$ cat src/rtl/reset_sequencer.sv
// Staged reset release for NUM_STAGES clock domains.
// Each stage is released a fixed delay after the previous one reports ready.
module reset_sequencer #(
  parameter int NUM_STAGES    = 4,
  parameter int RELEASE_DELAY = 16,
  parameter int ACK_TIMEOUT   = 1024
) (
  input  logic                  clk_in,
  input  logic                  reset_in,
  input  logic                  pll_locked,
  input  logic                  soft_reset_req,
  input  logic [NUM_STAGES-1:0] stage_ready,
  output logic [NUM_STAGES-1:0] stage_reset,
  output logic                  all_released,
  output logic                  timeout_error,
  output logic [2:0]            active_stage
);

  typedef enum logic [2:0] {
    WAIT_LOCK,
    DELAY,
    WAIT_READY,
    DONE,
    FAULT
  } state_t;

  localparam logic [15:0] DLY_LOAD = 16'(RELEASE_DELAY - 1);
  localparam logic [15:0] ACK_LOAD = 16'(ACK_TIMEOUT - 1);
  localparam logic [2:0]  LAST     = 3'(NUM_STAGES - 1);

  state_t                  state;
  logic [15:0]             cnt;
  logic                    ready_act;
  logic [NUM_STAGES-1:0]   act_mask;
  logic                    lock_lost;
  logic                    soft_abort;

  // Select the ready bit and one-hot mask of the stage currently in play.
  always_comb begin
    ready_act = 1'b0;
    act_mask  = '0;
    for (int i = 0; i < NUM_STAGES; i++) begin
      if (active_stage == 3'(i)) begin
        ready_act   = stage_ready[i];
        act_mask[i] = 1'b1;
      end
    end
  end

  // Abort conditions, loss of lock ranking above a soft request.
  always_comb begin
    lock_lost  = !pll_locked &&
                 (state == DELAY || state == WAIT_READY ||
                  state == DONE);
    soft_abort = soft_reset_req && (state != WAIT_LOCK);
  end

  // Sequencer FSM with all outputs registered.
  always_ff @(posedge clk_in or posedge reset_in) begin
    if (reset_in) begin
      state         <= WAIT_LOCK;
      stage_reset   <= '1;
      all_released  <= 1'b0;
      timeout_error <= 1'b0;
      active_stage  <= 3'd0;
      cnt           <= 16'd0;
    end else if (lock_lost || soft_abort) begin
      state         <= WAIT_LOCK;
      stage_reset   <= '1;
      all_released  <= 1'b0;
      timeout_error <= 1'b0;
      active_stage  <= 3'd0;
      cnt           <= 16'd0;
    end else begin
      unique case (state)
        WAIT_LOCK: begin
          if (pll_locked) begin
            state        <= DELAY;
            active_stage <= 3'd0;
            cnt          <= DLY_LOAD;
          end
        end
        DELAY: begin
          if (cnt == 16'd0) begin
            stage_reset <= stage_reset & ~act_mask;
            // A stage already reporting ready when released is
            // acknowledged on its release edge.
            if (ready_act) begin
              if (active_stage == LAST) begin
                state        <= DONE;
                all_released <= 1'b1;
              end else begin
                state        <= DELAY;
                active_stage <= active_stage + 3'd1;
                cnt          <= DLY_LOAD;
              end
            end else begin
              state <= WAIT_READY;
              cnt   <= ACK_LOAD;
            end
          end else begin
            cnt <= cnt - 16'd1;
          end
        end
        WAIT_READY: begin
          if (cnt == 16'd0) begin
            state         <= FAULT;
            stage_reset   <= '1;
            timeout_error <= 1'b1;
          end else if (ready_act) begin
            if (active_stage == LAST) begin
              state        <= DONE;
              all_released <= 1'b1;
            end else begin
              state        <= DELAY;
              active_stage <= active_stage + 3'd1;
              cnt          <= DLY_LOAD;
            end
          end else begin
            cnt <= cnt - 16'd1;
          end
        end
        DONE, FAULT: begin
          cnt <= cnt;
        end
      endcase
    end
  end

endmodule

$ cat config.mk
export PLATFORM = sky130hd
export DESIGN_NAME = reset_sequencer
export DESIGN_NICKNAME = d
export VERILOG_FILES = /design/src/rtl/reset_sequencer.sv
export SDC_FILE = /design/constraint.sdc
export NUM_CORES = 1
export LEC_CHECK = 0
export CORE_UTILIZATION = 50
export CTS_CLUSTER_SIZE = 25
export DETAILED_ROUTE_END_ITERATION = 10
export HOLD_SLACK_MARGIN = 0.1
export PLACE_DENSITY = 0.7
export SLEW_MARGIN = 5
export SYNTH_ARGS = -nofsm -noshare
export SYNTH_HDL_FRONTEND = slang
export SYNTH_SLANG_ARGS = --single-unit
$ cat constraint.sdc
create_clock -name clk_in -period 4.4 [get_ports clk_in]
set_input_delay 0.44 -clock clk_in [delete_from_list [all_inputs] [get_ports clk_in]]
set_output_delay 0.44 -clock clk_in [all_outputs]
set_load 0.005 [all_outputs]
# After elaboration in Yosys (flattened, before gate mapping)
# Cells that the tools add are included.
# W data, S select, Z words.
classes:
  n_addsub: 2
  eq_ne: 13
  muxes: 44
  bitwise_logic: 2
  reduce_logical: 21
op_table:
  columns: ["operator", "n"]
  rows:
  - ["$mux W16", 7]
  - ["$pmux W16 S3", 1]
  - ["$mux W3", 12]
  - ["$pmux W3 S3", 2]
  - ["$logic_not A16 Y1", 1]
  - ["$mux W1", 16]
  - ["$sub A16 B1 Y16 const B", 1]
  - ["$eq A3 B2 Y1 const B", 4]
  - ["$mux W4", 3]
  - ["$reduce_and A3 Y1", 3]
  - ["$pmux W4 S2", 1]
  - ["$reduce_and A4 Y1", 2]
  - ["$eq A3 B1 Y1 const B", 2]
  - ["$logic_not A3 Y1", 2]
  - ["$ne A3 B1 Y1 const B", 2]
  - ["$ne A3 B3 Y1 const B", 2]
  - ["$reduce_bool A3 Y1", 2]
  - ["$and A4 B4 Y4", 1]
  - ["$ne A4 B2 Y1 const B", 1]
  - ["$not A4 Y4", 1]
  - ["$reduce_bool A2 Y1", 2]
  - ["$reduce_bool A4 Y1", 1]
  - ["$add A3 B1 Y3 const B", 1]
  - ["$eq A3 B3 Y1 const B", 1]
  - ["other kinds (8)", 11]
word_totals:
  regBits: 28
  inputBits: 8
  output_inout_bits: 9
  wordCells: 88

# Depth between registers and ports, before layout
# Gate-level depths: netlist (run 1).
depth:
  word_depth: 9
  mapped_depth: 10
  mapped_depth_nobuf: 8

# Least setup slack after synthesis (run 1)
# No wires, ideal clock.
synth_timing:
  path_type: "reg-to-reg"
  start: "register cnt[1]"
  end: "register state[0]"
  setup_time_ns: 0.125
  arrival_time_ns: 2.307
  required_time_ns: 4.275
  slack_ns: 1.968
  path_stages_with_launch: 9
  n_path_buf: 0
  period_less_slack_ns: 2.432
  path_cell_list: "dfrtp_1 -> inv_1 -> ha_1 -> or4b_1 -> nor3_1 -> a211o_1 -> a21oi_2 -> nand2b_4 -> mux2_4"
synth_via:
  elab_chain_len: 4
  word_cells_on_any_way: 7
  cone_classes: "eq/ne: 2; mux: 3; reduce/logical: 2"
synth_lines:
  columns: ["element", "line", "rtl"]
  rows:
  - ["start: declaration", "32", "logic [15:0] cnt;"]
  - ["start signal: assignment", "102", "cnt <= cnt - 16'd1;"]
  - ["start signal: assignment", "120", "cnt <= cnt - 16'd1;"]
  - ["start signal: assignment", "124", "cnt <= cnt;"]
  - ["$logic_not A16 Y1 (*)", "84, 106", null]
  - ["$mux W3", "106", "if (cnt == 16'd0) begin"]
  - ["$pmux W3 S3", "75", "unique case (state)"]
  - ["$mux W3", "67", "end else if (lock_lost || soft_abort) begin"]
  - ["end signal: assignment", "68", "state <= WAIT_LOCK;"]
  - ["end signal: assignment", "78", "state <= DELAY;"]
  - ["end signal: assignment", "107", "state <= FAULT;"]
  - ["end: declaration", "31", "state_t state;"]
# Mark *: on every way between the ends. The rest lies on a longest branch, timed or not.
# A chain may end at the register's enable or synchronous reset.

# Final worst setup path (run 1)
# Ends and elaborated chain as after synthesis.

==> results of run 1 <==
[logic make-up (layout without fill, tap and decap cells)]
kind of cell | count (synthesis) | in the layout | synth area share
AND/OR/NAND/NOR | 96 | 96 | 0.241
AO/OA/AOI/OAI | 92 | 92 | 0.295
flip-flops | 28 | 28 | 0.324
buffers and inverters | 28 | 34 | 0.0534
adder cells (fa/ha/maj) | 7 | 7 | 0.0402
multiplexers | 6 | 6 | 0.0390
XOR/XNOR | 2 | 2 | 0.00804
[routing by layer]
layer  wire (um)  global-route usage  vias up  share of wire
li1            -                   -      987              -
met1        2780               0.404      997           0.48
met2        2510               0.390      101           0.43
met3         425              0.0317       13          0.073
met4         116              0.0990        0          0.020
met5           0                   0        -              0
[area by class of cell]
type,instances,area [um2]
repair buffers,19,183
fillers,361,1680
well taps,50,62.6
multi-input cells,203,1360
clock buffers,4,55.1
inverters,11,41.3
flip-flops and latches,28,706
[state kept, by name, indices dropped and copies added (netlist names)]
name and flops:
cnt 16, stage_reset 4, timeout_error 1, state 3, active_stage 3, all_released 1
[final timing paths]
path / startpoint / end / slack (ns) / cells past startpoint
min in group asynchronous: reset_in / cnt[7] / 0.71 / 2
max reg2reg: cnt[1] / state[0] / 1.60 / 8
max in group asynchronous: reset_in / cnt[9] / 3.05 / 2
min: timeout_error / timeout_error / 0.49 / 2
min reg2reg: timeout_error / timeout_error / 0.49 / 2
max: cnt[1] / state[0] / 1.60 / 8
[worst max-delay path, delay by kind of cell, from the launching register on]
family | cells | cell delay [ns]
multiplexers | 1 | 0.30
adder cells (fa/ha/maj) | 1 | 0.19
flip-flops | 1 | 0.40
AO/OA/AOI/OAI | 2 | 0.53
buffers and inverters | 1 | 0.14
AND/OR/NAND/NOR | 3 | 1.13
[metrics by stage]
step / area, um2 / util / setup WS, ns
3_3_place_gp: 2350 / 0.575 / 1.58
2_1_floorplan: 2180 / - / 1.97
3_5_place_dp: 2350 / 0.575 / 1.51
6_report: 2400 / 0.588 / 1.60
5_1_grt: 2400 / 0.588 / 1.50
4_1_cts: 2400 / 0.588 / 1.68
[power groups by stage]
stage | Clock (mW) | Combinational (mW) | Sequential [mW]
floorplan | 0 | 0.841 | 0.372
CTS | 0.168 | 1.01 | 0.430
finish | 0.162 | 1.04 | 0.433
global route | 0.176 | 1.12 | 0.443
detailed placement | 0 | 1.00 | 0.435
global placement | 0 | 1.00 | 0.434
[layout by cell type, fill, tap and decap left out, types with 2 or more instances in the layout]
cell             netlist  routed
a221oi_1               3       3
or3b_1                 3       3
o22ai_1                3       3
o31ai_1                3       3
clkdlybuf4s50_1        0      16
nand4_1                4       4
o2111ai_1              2       2
buf_4                  0       3
a31oi_1                5       5
nand3_1                6       6
or3_1                  6       6
a21o_1                 4       4
nor3_1                10      10
clkbuf_8               0       4
nor2_1                27      27
dfstp_2                4       4
nand2_1               19      19
mux2_4                 5       5
a21oi_1               23      23
o211ai_1               2       2
nor3b_1                2       2
inv_1                 11      11
nor4b_1                2       2
o21ai_1               10      10
a211o_1                2       2
dfrtp_1               24      24
xnor2_1                2       2
o21ai_0               10      10
ha_1                   7       7
a211oi_1               6       6
nor4_1                 3       3
o311ai_1               3       3
==> run_results.csv, run 1 <==
group,metric,value,unit
run_status,status,"completed",
clock_network,cts.clk_slew.worst_paths,0.10,ns
critical_path,endpoint_kind,"flop",
routing,first_iter_violations,192,
yosys,yosysSeqAreaShare,0.324,
pwr,power.sequential.fraction,0.265,
routing,route.detailed.drc,0,
yosys,ys_seq_elements,28,
global_routing,grt_usage,0.269,
yosys,syn_nets,274,
yosys,mappedNetlistArea,2180,um2
sta,tightest_slew,1.06,ns
critical_path,start_kind,"flop",
placement,dp_cells,311,
sta,clock_skew,0.00412,ns
sta,fin_crit,2.80,ns
sta,slew_headroom,0.295,
floorplanning,rows,23,
worst_hold_path,worstHoldPathType,"flop to flop",
yosys,yosysUniqueCellTypes,64,
yosys,yosysWarnings,0,
routing,viasPerCell,6.66,
global_routing,grt_overflow,0,
pwr,power_per_cell_area,678,nW/um2
floorplanning,die-area,4630,um2
sta,final-setup-viol-count,0,
yosys,synth_cells,259,
sta,period_share,0.636,
clock_network,clk_path_buf_depth,2,
yosys,synthTopCellsByCount,"nor2_1, dfrtp_1, a21oi_1, nand2_1, clkbuf_1",
pwr,power_frac_clock,0.099,
finish,area_growth,10.3,%
placement,port_buffers,16,
clock_network,cts_resized,0,
yosys,synthFlopType,"dfrtp_1",
global_routing,antenna_found_initial,0,
routing,avgRoutedWirePerCell,18.5,um
sta,finalSetupTns,0,ns
critical_path,max_stage_delay,0.59,ns
floorplanning,die_h,68.0,um
clock_network,post_cts_buffers,0,
flow_run,maxCapViolations,0,
finish,stdcell_count,315,
global_routing,grt_pass1_vias,1874,
pwr,power_frac_comb,0.635,
pwr,swShare,0.507,
critical_path,arrival,2.97,ns
clock_network,h-tree-depth,1,
floorplanning,dieWidth,68.0,um
pwr,p_sw,827,uW
placement,place_hpwl,4180,um
clock_network,clk_latency,0.28,ns
routing,antenna_left,0,
global_routing,grt_max_degree,29,
floorplanning,initial_core_util,0.533,
yosys,synth_top_area_frac,0.276,
critical_path,critPathKind,"flop to flop",
yosys,synth_edf_count,0,
sta,rsz0062_at_grt,"false",
pwr,power.leakage,0.984,nW
critical_path,cp_slowest_cell,"or4b_1",
yosys,synth.most_common_cell,"nor2_1",
yosys,syn_area_per_cell,8.42,um2
sta,max_freq,0.357,GHz
sta,hold_ws,0.494,ns
floorplanning,core_area,4090,um2
pwr,vdd_drop_max,0.319,mV
critical_path,required,4.57,ns
pwr,power,1.63,mW
critical_path,crit_path_cell_trace,"inv_1, ha_1, or4b_1, nor3_1, a211o_1, a21oi_2, nand2b_4, mux2_4",
finish,diodes,0,
yosys,synthTopCellsByArea,"dfrtp_1, a21oi_1, dfstp_2, nor2_1, ha_1",
yosys,async_flop_share,1.00,
clock_network,ctsRootBufferMaster,"clkbuf_8",
yosys,yosysTopAreaCell,"dfrtp_1",
finish,drive_gt1_frac,0.106,
clock_network,holdBufCountCts,0,
floorplanning,io_pins,17,
critical_path,crit_fanout,8,
routing,totalWireLength,5830,um
routing,routed-via-count,2098,
clock_network,cts_tree,"yes",
sta,final_hold_viol_count,0,
clock_network,cts_buffers,3,
pwr,intPower,805,uW
placement,gp_congestion,0.957,
sta,drv_slew,0,
routing,drtPass1Iterations,7,
global_routing,grt_pass1_wl,9360,um
clock_network,cts_sinks,28,
finish,fin_nets,281,
No activity file was read; power rests on OpenSTA's default activity.
==> inputs of run 2 (changes only) <==
==> constraint.sdc (replaced) <==
create_clock -name clk_in -period 2.6 [get_ports clk_in]
set_input_delay 0.26 -clock clk_in [delete_from_list [all_inputs] [get_ports clk_in]]
set_output_delay 0.26 -clock clk_in [all_outputs]
set_load 0.005 [all_outputs]
==> run 2 against run 1 <==
  * Clock skew about the same
  * Hold slack worse by 0.12 ns
  * Clock-buffer cell count down 1
  * Core utilization up 6.4 points
  * Combinational power up 100%
  * Critical endpoint is now active_stage[0]
  * Sequential power up 57%
  * Final area up 11%
  * First-iteration DRC count up 0.52%
  * Die area unchanged
  * Clock power up 110%
  * Largest cell class unchanged
  * Cell count up 10%
  * Register-to-register slack worse by 1.5 ns
==> run_results.csv, run 2 (synthesis gave the netlist of run 1 again) <==
group,metric,value,unit
run_status,status,"completed",
placement,gp_congestion,0.990,
floorplanning,rows,23,
finish,stdcell_count,347,
floorplanning,core_area,4090,um2
global_routing,antenna_found_initial,0,
sta,fin_crit,2.48,ns
routing,totalWireLength,6450,um
clock_network,post_cts_buffers,0,
finish,largest_register_ffs,16,
routing,viasPerCell,6.56,
sta,rsz0062_at_grt,"false",
routing,antenna_left,0,
critical_path,critPathBufInv,0,
finish,fin_nets,313,
flow_run,maxCapViolations,0,
global_routing,grt_overflow,0,
critical_path,critPathKind,"flop to flop",
pwr,power.sequential.fraction,0.216,
clock_network,holdBufCountCts,0,
clock_network,ctsRootBufferMaster,"clkbuf_8",
global_routing,grt_max_degree,17,
floorplanning,dieWidth,68.0,um
global_routing,grt.busiest_layer,"met2",
placement,dp_cells,343,
routing,route.detailed.drc,0,
finish,diodes,0,
critical_path,required,2.76,ns
clock_network,clk_latency,0.27,ns
global_routing,grt_usage,0.308,
finish,multiInputGateArea,1360,um2
finish,drive_gt1_frac,0.205,
global_routing,grt_use_met2,0.483,
pwr,p_sw,1.49,mW
pwr,power_frac_comb,0.674,
pwr,swShare,0.472,
critical_path,arrival,2.64,ns
critical_path,r2r_setup_slack,0.12,ns
pwr,power.leakage,1.15,nW
pwr,power_per_cell_area,1180,nW/um2
placement,place_hpwl,4910,um
finish,final_cell_mix,"buf_4, nor2_1, dfrtp_1, a21oi_1, nand2_1",
critical_path,crit_path_cell_trace,"or3_1, or4_4, o211ai_2, o31a_4, o211ai_4, mux2_4",
routing,drtPass1Iterations,5,
sta,drv_slew,0,
critical_path,start_kind,"flop",
sta,tightest_slew,0.729,ns
clock_network,clk_path_buf_depth,2,
sta,finalSetupTns,0,ns
pwr,power,3.15,mW
sta,final-setup-viol-count,0,
critical_path,crit_family,"simple AND/OR/NAND/NOR gates",
worst_hold_path,worstHoldPathType,"input pin to async pin",
floorplanning,die-area,4630,um2
global_routing,grt_use_met3,0.0500,
finish,num-fill-cells,362,
finish,regArea,706,um2
routing,first_iter_violations,193,
floorplanning,io_pins,17,
clock_network,cts.clk_slew.worst_paths,0.10,ns
placement,post-place-ws,0.157,ns
sta,setup_slack,0.125,ns
critical_path,endpoint_kind,"flop",
finish,area_growth,22.3,%
global_routing,use_met1,0.426,
sta,period_share,0.952,
finish,layout.cells.most_common,"buf_4",
clock_network,cts_buffers,3,
sta,max_freq,0.404,GHz
finish,largestRegisters,"cnt: 16 flops, stage_reset: 4 flops",
global_routing,grt_pass1_wl,10500,um
global_routing,grt_pass1_vias,2070,
finish,regMostFlops,"cnt",
clock_network,cts_sinks,28,
sta,slew_headroom,0.510,
pwr,power_frac_clock,0.110,
routing,avgRoutedWirePerCell,18.6,um
floorplanning,die_h,68.0,um
critical_path,crit_fanout,7,
critical_path,cp_slowest_cell,"or4_4",
clock_network,h-tree-depth,1,
floorplanning,initial_core_util,0.533,
critical_path,max_stage_delay,0.61,ns
pwr,vdd_drop_max,0.623,mV
clock_network,cts_tree,"yes",
routing,routed-via-count,2275,
sta,final_hold_viol_count,0,
pwr,intPower,1.66,mW
sta,clock_skew,0.00405,ns
placement,port_buffers,16,
[run 2: cell types whose count changed in the layout (fill, tap and decap cells not counted), sizes merged]
| cell | delta |
|---|---|
| buf | +32 |
| bufinv | +1 |
| clkbuf | -1 |
[run 2: metrics by stage]
step | util | hold WS, ns | cell area [um2]
floorplan | - | 0.322 | 2180
global placement | 0.634 | 0.497 | 2590
detailed placement | 0.634 | 0.501 | 2590
CTS | 0.651 | 0.387 | 2660
global route | 0.652 | 0.441 | 2670
finish | 0.652 | 0.376 | 2670
[run 2: power by group through the flow]
stage,clock (mW),combinational [mW],sequential [mW]
floorplan,0,1.42,0.630
global placement,0,2.04,0.685
detailed placement,0,2.06,0.686
CTS,0.351,2.08,0.679
global route,0.370,2.30,0.698
finish,0.346,2.12,0.681
[run 2: timing repair]
| item | CTS | global route |
|---|---|---|
| endpoints found under the hold margin | 0 | 0 |
| resized for setup | 0 | 1 |
| endpoints found under the setup margin | 0 | 1 |
[run 2: layer usage]
metal	wire length, um	part of all wire
met1	2720	0.42
met2	2940	0.46
met3	631	0.098
met4	154	0.024
met5	0	0
[run 2: cell type report]
cell class | instances | area share
clock inverter | 1 | 0.0113
sequential | 28 | 0.265
multi-input combinational | 203 | 0.511
inverter | 11 | 0.0155
clock buffer | 3 | 0.0155
timing repair buffer | 51 | 0.159
tap | 50 | 0.0235
[run 2: final timing paths]
check                          startpoint  cells past startpoint         endpoint
min reg2reg                stage_reset[3]                      1   stage_reset[3]
min in group clk_in        stage_reset[3]                      1   stage_reset[3]
max in group asynchronous        reset_in                      3           cnt[8]
min                              reset_in                      2           cnt[6]
max                               cnt[10]                      6  active_stage[0]
max reg2reg                       cnt[10]                      6  active_stage[0]
==> inputs of run 3 (changes only) <==
--- a/config.mk
+++ b/config.mk
@@ -5,11 +5,13 @@
 export SDC_FILE = /design/constraint.sdc
 export NUM_CORES = 1
 export LEC_CHECK = 0
-export CORE_UTILIZATION = 50
+export CELL_PAD_IN_SITES_DETAIL_PLACEMENT = 2
+export CELL_PAD_IN_SITES_GLOBAL_PLACEMENT = 2
+export CORE_UTILIZATION = 36
 export CTS_CLUSTER_SIZE = 25
 export DETAILED_ROUTE_END_ITERATION = 10
 export HOLD_SLACK_MARGIN = 0.1
-export PLACE_DENSITY = 0.7
+export PLACE_DENSITY = 0.8
 export SLEW_MARGIN = 5
 export SYNTH_ARGS = -nofsm -noshare
 export SYNTH_HDL_FRONTEND = slang
==> run 3 against run 2 <==
  * Clock-buffer cell count up 1
  * Die area up 38%
  * Clock power down 15%
  * Global-route usage down 2.1 points
  * Hold slack worse by 0.042 ns
  * Sequential power up 2%
  * Wire length up 35%
==> run_results.csv, run 3 (synthesis gave the netlist of run 1 again) <==
group,metric,value,unit
placement,place_hpwl,6640,um
sta,tightest_slew,0.725,ns
clock_network,h-tree-depth,1,
routing,antenna_left,0,
run_status,status,"completed",
routing,totalWireLength,8680,um
placement,port_buffers,16,
floorplanning,io_pins,17,
sta,final-setup-viol-count,0,
global_routing,grt_max_degree,16,
sta,finalSetupTns,0,ns
finish,largestRegisters,"cnt: 16 flops, stage_reset: 4 flops",
worst_hold_path,worstHoldPathType,"input pin to async pin",
critical_path,cp_slowest_cell,"dfrtp_1",
clock_network,cts.clk_slew.worst_paths,0.11,ns
sta,clock_skew,0.00700,ns
pwr,power.leakage,1.15,nW
finish,layout.cells.most_common,"buf_4",
floorplanning,die_h,79.8,um
sta,max_freq,0.404,GHz
sta,slew_headroom,0.512,
global_routing,grt_pass1_vias,2476,
critical_path,crit_path_cell_trace,"inv_1, ha_1, a21oi_1, a2111o_1, nand2_1, a21oi_2, buf_4, nand2_1, o31ai_1",
critical_path,arrival,2.67,ns
finish,drive_gt1_frac,0.214,
global_routing,grt_overflow,0,
pwr,power_per_cell_area,1220,nW/um2
critical_path,max_stage_delay,0.45,ns
clock_network,cts_buffers,3,
floorplanning,dieWidth,79.8,um
floorplanning,rows,27,
global_routing,grt_pass1_wl,13500,um
placement,placed_area,2620,um2
pwr,vdd_drop_max,0.697,mV
finish,area_growth,23.7,%
clock_network,clk_latency,0.28,ns
sta,drv_slew,0,
critical_path,required,2.79,ns
finish,final_cell_mix,"buf_4, nor2_1, dfrtp_1, a21oi_1, nand2_1",
floorplanning,initial_core_util,0.384,
critical_path,crit_fanout,6,
finish,regArea,706,um2
routing,drtPass1Iterations,4,
finish,regMostFlops,"cnt",
floorplanning,core_area,5680,um2
routing,viasPerCell,6.19,
global_routing,antenna_found_initial,0,
clock_network,clk_path_buf_depth,2,
global_routing,grt_use_met3,0.0377,
routing,route.detailed.drc,0,
critical_path,cpMostUsedCell,"nand2_1",
clock_network,holdBufCountCts,0,
routing,routed-via-count,2296,
floorplanning,die-area,6370,um2
sta,fin_crit,2.47,ns
sta,final_hold_viol_count,0,
finish,largest_register_ffs,16,
finish,multiInputGateArea,1370,um2
sta,rsz0062_at_grt,"false",
finish,finalInstanceArea,2700,um2
placement,gp_congestion,0.858,
global_routing,grt_use_met2,0.494,
finish,fin_nets,315,
routing,avgRoutedWirePerCell,23.4,um
clock_network,cts_sinks,28,
sta,period_share,0.952,
critical_path,critPathKind,"flop to flop",
clock_network,ctsRootBufferMaster,"clkbuf_8",
finish,num-fill-cells,637,
clock_network,cts_tree,"yes",
flow_run,maxCapViolations,0,
finish,diodes,0,
critical_path,start_kind,"flop",
critical_path,endpoint_kind,"flop",
global_routing,use_met1,0.367,
global_routing,grt_usage,0.287,
global_routing,grt.busiest_layer,"met2",
pwr,power,3.28,mW
routing,first_iter_violations,116,
-- run 3: worst max-delay path: cells and delay by family, from the launching register on --
kind	cells	cell delay [ns]
buf+inv	2	0.27
simple gates	2	0.32
compound gates	4	1.08
fa+ha+maj	1	0.24
flops	1	0.45
-- run 3: cell type report --
class | count | share of cell area
Timing Repair Buffer | 53 | 0.162
Sequential cell | 28 | 0.262
Clock buffer | 4 | 0.0204
Inverter | 11 | 0.0153
Multi-Input combinational cell | 203 | 0.507
Tap cell | 72 | 0.0334
-- run 3: routing by layer --
| metal | routed length [um] | share of wire |
|---|---|---|
| met1 | 3980 | 0.46 |
| met3 | 219 | 0.025 |
| met4 | 270 | 0.031 |
| met2 | 4210 | 0.48 |
| met5 | 0 | 0 |
-- run 3: path summary, 6_finish.rpt --
kind,from,endpoint,slack [ns],cells past startpoint
max,active_stage[0],cnt[14],0.13,9
min,reset_in,state[1],0.33,2
max reg2reg,active_stage[0],cnt[14],0.13,9
min reg2reg,timeout_error,timeout_error,0.50,2
max in group asynchronous,reset_in,stage_reset[1],1.56,3
min in group clk_in,timeout_error,timeout_error,0.50,2
-- run 3: where the power goes --
part | total (mW) | internal [mW] | switching, mW
clock network | 0.294 | 0.136 | 0.158
registers | 0.696 | 0.554 | 0.142
logic | 2.29 | 0.934 | 1.36
-- run 3: per-stage QoR --
stage               cells  utilization  setup WS [ns]  hold WS (ns)
detailed placement    365        0.461         0.0659         0.486
floorplan             259            -          0.168         0.322
finish                371        0.475          0.125         0.335
global placement      365        0.461          0.125         0.468
CTS                   369        0.471         0.0998         0.362
global route          371        0.475        0.00349         0.399
-- run 3: repair_timing --
| action | 4_1_cts | 5_1_grt |
|---|---|---|
| setup endpoints to repair | 0 | 12 |
| setup buffers | 0 | 2 |
| gates resized for setup | 0 | 2 |
